File: src/rtl/regfile_write_arbiter.sv
// Round-robin arbiter sharing the register file write port among NREQ writeback
// sources, plus a clear sequencer that rewrites the x1..x31 reset image.
module regfile_write_arbiter #(
  parameter int unsigned NREQ       = 3,
  parameter logic [4:0]  SP_INDEX   = 5'd2,
  parameter logic [31:0] STACK_INIT = 32'h0000_3FFC
) (
  input  logic                 iCLK,
  input  logic                 iRST_N,
  input  logic [NREQ-1:0]      iReqValid,
  input  logic [5*NREQ-1:0]    iReqAddr,
  input  logic [32*NREQ-1:0]   iReqData,
  output logic [NREQ-1:0]      oReqGrant,
  input  logic                 iClearReq,
  output logic                 oBusy,
  output logic                 oRegWrite,
  output logic [4:0]           oWriteRegister,
  output logic [31:0]          oWriteData
);

  localparam int unsigned AW = 5;
  localparam int unsigned DW = 32;
  localparam int unsigned PW = (NREQ > 1) ? $clog2(NREQ) : 1;
  localparam int unsigned SW = PW + 1;
  localparam logic [AW-1:0] LAST_REG = 5'd31;

  typedef enum logic {
    ST_ARB,
    ST_CLEAR
  } state_t;

  state_t        state, state_nxt;
  logic [PW-1:0] ptr, ptr_nxt;
  logic [AW-1:0] cnt, cnt_nxt;
  logic          wr_nxt;
  logic [AW-1:0] waddr_nxt;
  logic [DW-1:0] wdata_nxt;

  logic [AW-1:0] addr_arr [NREQ];
  logic [DW-1:0] data_arr [NREQ];
  logic          found;
  logic [PW-1:0] sel;
  logic [SW-1:0] sum;

  // Unpack the flat requester buses.
  always_comb begin
    for (int unsigned i = 0; i < NREQ; i++) begin
      addr_arr[i] = iReqAddr[i*AW +: AW];
      data_arr[i] = iReqData[i*DW +: DW];
    end
  end

  // First valid requester at or after the pointer, wrapping modulo NREQ.
  always_comb begin
    found = 1'b0;
    sel   = '0;
    sum   = '0;
    for (int unsigned k = 0; k < NREQ; k++) begin
      sum = {1'b0, ptr} + SW'(k);
      if (sum >= SW'(NREQ)) sum = sum - SW'(NREQ);
      if (!found && iReqValid[sum[PW-1:0]]) begin
        found = 1'b1;
        sel   = sum[PW-1:0];
      end
    end
  end

  assign oBusy = (state == ST_CLEAR);

  // Next-state, grant and write-port staging.
  always_comb begin
    state_nxt = state;
    ptr_nxt   = ptr;
    cnt_nxt   = cnt;
    wr_nxt    = 1'b0;
    waddr_nxt = oWriteRegister;
    wdata_nxt = oWriteData;
    oReqGrant = '0;
    case (state)
      ST_ARB: begin
        if (iClearReq) begin
          cnt_nxt   = 5'd1;
          state_nxt = ST_CLEAR;
        end else if (found && iRST_N) begin
          oReqGrant[sel] = 1'b1;
          ptr_nxt   = (sel == PW'(NREQ - 1)) ? '0 : sel + PW'(1);
          // x0 is hardwired: the handshake completes but nothing is written.
          wr_nxt    = (addr_arr[sel] != '0);
          waddr_nxt = addr_arr[sel];
          wdata_nxt = data_arr[sel];
        end
      end
      ST_CLEAR: begin
        wr_nxt    = 1'b1;
        waddr_nxt = cnt;
        wdata_nxt = (cnt == SP_INDEX) ? STACK_INIT : '0;
        if (cnt == LAST_REG) begin
          cnt_nxt   = '0;
          state_nxt = ST_ARB;
        end else begin
          cnt_nxt = cnt + 5'd1;
        end
      end
      default: state_nxt = ST_ARB;
    endcase
  end

  always_ff @(posedge iCLK or negedge iRST_N) begin
    if (!iRST_N) begin
      state          <= ST_ARB;
      ptr            <= '0;
      cnt            <= '0;
      oRegWrite      <= 1'b0;
      oWriteRegister <= '0;
      oWriteData     <= '0;
    end else begin
      state          <= state_nxt;
      ptr            <= ptr_nxt;
      cnt            <= cnt_nxt;
      oRegWrite      <= wr_nxt;
      oWriteRegister <= waddr_nxt;
      oWriteData     <= wdata_nxt;
    end
  end

endmodule

File: config.mk
export PLATFORM = sky130hd
export DESIGN_NAME = regfile_write_arbiter
export DESIGN_NICKNAME = d
export VERILOG_FILES = /design/src/rtl/regfile_write_arbiter.sv
export SDC_FILE = /design/constraint.sdc
export NUM_CORES = 1
export LEC_CHECK = 0
export ABC_AREA = 1
export CELL_PAD_IN_SITES_DETAIL_PLACEMENT = 0
export CELL_PAD_IN_SITES_GLOBAL_PLACEMENT = 2
export CORE_MARGIN = 3
export CORE_UTILIZATION = 20
export DETAILED_ROUTE_END_ITERATION = 7
export GPL_ROUTABILITY_DRIVEN = 0
export GPL_TIMING_DRIVEN = 0
export PLACE_DENSITY_LB_ADDON = 0.25
export RECOVER_POWER = 50
export SYNTH_ARGS = -nofsm -noshare
export SYNTH_HDL_FRONTEND = slang
export SYNTH_SLANG_ARGS = --single-unit
File: constraint.sdc
create_clock -name iCLK -period 2.4 [get_ports iCLK]
set_input_delay 0.24 -clock iCLK [delete_from_list [all_inputs] [get_ports iCLK]]
set_output_delay 0.24 -clock iCLK [all_outputs]
set_load 0.02 [all_outputs]
Yosys cells after proc, flatten, opt, wreduce, memory -nomap -nowiden

Cells that the tools add are included.

Bits in registers: 46
Latch bits: 0
Memories: 0
Bits in read-only memories: 0
Memory bits (writable): 0
Logic and storage cells: 83
Output and inout bits: 42
Input bits: 117

Order comparisons: 9
Multipliers: 0
Shifts and indexed selects: 0
Bitwise operators: 3
Div/mod/pow operators: 0
Add/subtract/negate cells: 7
Reduce and logical (&&, ||, !) cells: 9
Equality and inequality tests: 6
Muxes and demuxes: 43

Operator list:

| operator                                                               | number |
|---|---|
| 32-bit 2-to-1 mux                                                      | 4 |
| 32-bit binary-select mux with 2-bit select                             | 1 |
| 32-bit case mux with 2 select lines                                    | 1 |
| 5-bit 2-to-1 mux                                                       | 6 |
| 5-bit case mux with 2 select lines                                     | 2 |
| 14-bit 2-to-1 mux                                                      | 1 |
| 2-bit 2-to-1 mux                                                       | 7 |
| 2-bit by 3-bit < comparator with 1-bit output (second input constant)  | 4 |
| 1-bit 2-to-1 mux                                                       | 11 |
| 5-bit binary-select mux with 2-bit select                              | 1 |
| 3-bit 2-to-1 mux                                                       | 3 |
| 1-bit binary-select mux with 2-bit select                              | 3 |
| 3-bit by 2-bit >= comparator with 1-bit output (second input constant) | 2 |
| 2-bit inequality test (second input constant)                          | 3 |
| 2-bit subtractor (second input constant)                               | 3 |
| 5-bit by 1-bit adder with 5-bit output (second input constant)         | 1 |
| 5-bit by 2-bit == test with 1-bit output (second input constant)       | 1 |
| 5-bit == test (second input constant)                                  | 1 |
| 5-bit nonzero test                                                     | 1 |
| 1-bit logical AND                                                      | 4 |
| 1-bit case mux with 2 select lines                                     | 2 |
| 2-bit by 1-bit adder with 3-bit output (second input constant)         | 1 |
| 2-bit by 2-bit adder with 3-bit output (second input constant)         | 1 |
| 3-bit >= comparator (second input constant)                            | 1 |
| other kinds (10)                                                       | 12 |

Logic depth before layout (Yosys ltp)

Depth in word-level cells: 19
Depth in mapped cells: 18
Mapped depth without buffers: 17

Least setup slack after synthesis

OpenSTA, ideal clock, no wires.

Path kind: register to output
Start: register ptr[0]
End: output oReqGrant[0]
Path buffers: 2
Arrival time: 1,974 ps
Required time: 2,160 ps
Path slack: 186 ps
Cell stages (with the launch flop): 14
Path through: dfrtp_1 -> inv_1 -> ha_1 -> buf_4 -> inv_2 -> nand2_1 -> nand3_1 -> nand2_1 -> nand3_1 -> nand2_1 -> nor2_1 -> buf_4 -> nand2_1 -> nor2_1

Word-level cells in the longest chain between the ends: 18
Elaborated cells on any way between the ends: 36
Those cells by class: add/sub: 5; order compare: 5; mux: 20; reduce/logical: 6

Ends and longest elaborated chain:

| item                                                                            | line | source |
|---|---|---|
| from (decl)                                                                     | 33   | `logic [PW-1:0] ptr, ptr_nxt;` |
| from (signal assigned)                                                          | 118  | `ptr <= ptr_nxt;` |
| branches (longest 15 deep; another with 2-bit by 1-bit adder with 3-bit output) | n/a  |  |
| 3-bit 2-to-1 mux (*)                                                            | 84   | `end else if (found && iRST_N) begin` |
| 3-bit 2-to-1 mux (*)                                                            | 81   | `if (iClearReq) begin` |
| 3-bit 2-to-1 mux (*)                                                            | 79   | `case (state)` |
| to (decl)                                                                       | 13   | `output logic [NREQ-1:0] oReqGrant,` |

Every way passes the cells marked *. The select of a mux whose other input is x is not followed.

Worst setup path in the final report

Start: register ptr[0]
End: register oWriteData[8]

Word-level cells in the longest chain between the ends: 18
Elaborated cells on any way between the ends: 37
Those cells by class: add/sub: 5; order compare: 3; eq/ne: 1; mux: 21; bitwise: 1; reduce/logical: 6

Ends and longest elaborated chain:

| item                                                                            | line | source |
|---|---|---|
| branches (longest 18 deep; another with 2-bit by 1-bit adder with 3-bit output) | n/a  |  |
| to (signal assigned)                                                            | 122  | `oWriteData <= wdata_nxt;` |
| to (decl)                                                                       | 18   | `output logic [31:0] oWriteData` |

Several ways; the timed one is not identified. The select of a mux whose other input is x is not followed.
A chain may end at the register's enable or synchronous reset.

==> flow_summary.ini <==
[synth]
synth_cells = 398
synthesis.area_mm2 = 0.00291
ys.flop_type = dfrtp_1
ys.warnings.count = 0
ys_ff_latch = 46
synth_nets = 522
async_flop_share_pct = 100
synth_area_per_cell_um2 = 7.32
ys_seq_area_share_pct = 39.5
synth_enable_flop_cells = 0
synth.distinct_cells = 35

[clocking]
clock_latency_ps = 290
cts_sinks = 46
cts_buffer_depth = 2
root_buffer = clkbuf_16
cts_tree = built
htree_num_levels = 2
cts_inserted_buffers = 5
clkTransAtPathRegs_ps = 70

[die]
fp.dieW_um = 127
start_util_pct = 20.7
num_rows = 43
die_h_um = 127
ios = 159
die_area_mm2 = 0.0160
core-area_mm2 = 0.0140

[sta]
relSlewSlack_pct = 39.6
finClkSkew_ps = 5.90
finalHoldViolCount = 0
fin_crit_ps = 2350
fmax_mhz = 425
setup_violations = 0
slew_violations = 0
fin_crit_sh_pct = 98.1
tightest_slew_ps = 903
rsz0062_at_grt = true
tns_ps = 0

[power]
vdd_drop_max_mv = 0.562
power_density_mw_per_mm2 = 1400
p_leak_uw = 0.00259
internal_power_uw = 4120
sw_frac_of_total_pct = 47.8
clkPwrFrac_pct = 10.3
seqPwrFrac_pct = 14.1
share_comb_of_total_power_pct = 75.6
switchingPower_uw = 3780

[global_routing]
overflow = 0
grt_pass1_wl_um = 18700
antenna_found_initial = 0
grt_max_degree = 31
track_usage_pct = 14.8
grt_pass1_vias = 3426

[finish]
fillerInstances = 1455
finalInstanceArea_mm2 = 0.00565
instances_no_fill = 780
final_core_util_pct = 40.2
layout_commonest_cell = clkdlybuf4s50_1
antenna_cells = 0
final_cell_mix = clkdlybuf4s50_1, nand2_1, dfrtp_1
drive_gt1_share_pct = 24.8
synthToLayoutAreaGrowth_pct = 93.8
fin_nets = 723

[critical_path]
crit_arrival_ps = 2570
end_kind = flip-flop
critPathMaxFanout = 8
endpoint = oWriteData[8]
start_kind = flip-flop
crit_type = flip-flop to flip-flop
setup.worst_path.start = ptr[0]
worstPathRequired_ps = 2620
r2r_slack_ps = 50
rr_worst_depth = 16
timing.rr.end = oWriteData[8]
worstReg2RegStart = ptr[0]

[detailed_routing]
drc = 0
wl_per_cell_um = 16.2
vias_per_cell = 4.48
drt-pass1-iter-count = 4
via_count = 3498
first_iter_violations = 121
routed_wl_um = 12600
ant_nets = 0

[hold_path]
hold_path_class = flip-flop to flip-flop
holdCritStartpoint = oWriteData[20]

[place]
placed_cells = 737
io_buffers = 158
placed_cell_area_mm2 = 0.00473
dp_hpwl_um = 9280

[job]
drv_cap = 0

[run_status]
status = completed
[state kept, by name, summed over array words and instances, names as in the netlist]
signal / count
oWriteRegister: 5
oWriteData: 32
oRegWrite: 1
cnt: 5
ptr: 2
oBusy: 1
[routing by layer]
layer	wire length [µm]	GRT usage, %	vias up
met4	148	3.41	0
met1	5570	19.5	1678
met3	545	2.48	8
met2	6370	25.2	86
li1	-	-	1726
met5	0	0	-
[final cells by class]
class	count	area [µm²]	share of cell area [%]
Multi-Input combinational cell	312	1920	34.1
Sequential cell	46	1150	20.4
Clock buffer	5	125	2.22
Timing Repair Buffer	195	1930	34.1
Inverter	21	91.3	1.62
Tap cell	180	225	3.99
Clock inverter	3	45.0	0.798
Buffer	18	156	2.77
[cells by family after synthesis]
logic type      after synthesis  synth area share [%]
compound gates               48                  12.1
buf+inv                      40                  7.04
xor+xnor                      2                 0.601
flops                        46                  39.5
simple gates                255                  37.8
fa+ha+maj                     7                  3.01
[worst max-delay path: stages, from the launching register on]
cell,delay (ps)
dfrtp_1,400
buf_6,140
ha_4,180
inv_4,80
nand2_4,50
nand3_4,120
nand2_8,90
nand4_1,150
nand3_4,120
buf_8,160
nor2_4,200
buf_6,140
clkbuf_16,150
nand2_2,50
nand3_2,60
nand2_2,50
a21oi_2,130
[how the worst min path moves through the flow]
stage	to	slack, ps	cells past startpoint
finish	oWriteData[20]	480	2
global route	oWriteData[27]	500	2
CTS	oWriteRegister[4]	470	3
detailed placement	oWriteData[20]	230	1
global placement	oWriteData[25]	460	2
floorplan	cnt[0]	-60	0
[power groups by stage]
stage          logic, µW  registers (µW)  clock network [µW]
2_1_floorplan       2690            1270                   0
3_3_place_gp        4270            1120                   0
3_5_place_dp        4250            1130                   0
4_1_cts             4690            1120                 841
5_1_grt             6500            1150                 875
6_report            5970            1120                 810
[through the flow]
stage / setup slack [ps] / power [µW] / hold slack [ps]
after floorplan: 186 / 3960 / -55.6
after global placement: -1970 / 5390 / 463
after detailed placement: -565 / 5380 / 230
after CTS: 3.71 / 6640 / 472
after global routing: -47.5 / 8520 / 501
final: 46.6 / 7900 / 476
[cell usage after synthesis, types with 4 or more instances]
cell type  instances  area, µm²
nand2_1          156        586
nand3_1           55        275
dfrtp_1           46       1150
nor2_1            29        109
inv_1             16       60.1
a21oi_1           12       60.1
a22o_1             9       78.8
buf_2              8       40.0
a22oi_1            7       52.6
ha_1               7       87.6
a32oi_1            4       35.0
buf_4              4       30.0
buf_6              4       45.0
inv_2              4       15.0
o22ai_1            4       25.0
[timing repair]
| action | 4_1_cts | 5_1_grt |
|---|---|---|
| pin swaps | 11 | 30 |
| hold buffers | 2 | 0 |
| setup buffers | 10 | 23 |
| setup endpoints to repair | 38 | 40 |
| gates resized for setup | 44 | 97 |
| gates cloned | 0 | 1 |
| hold endpoints to repair | 17 | 0 |
Note: power is estimated with default switching activity, not from simulation.
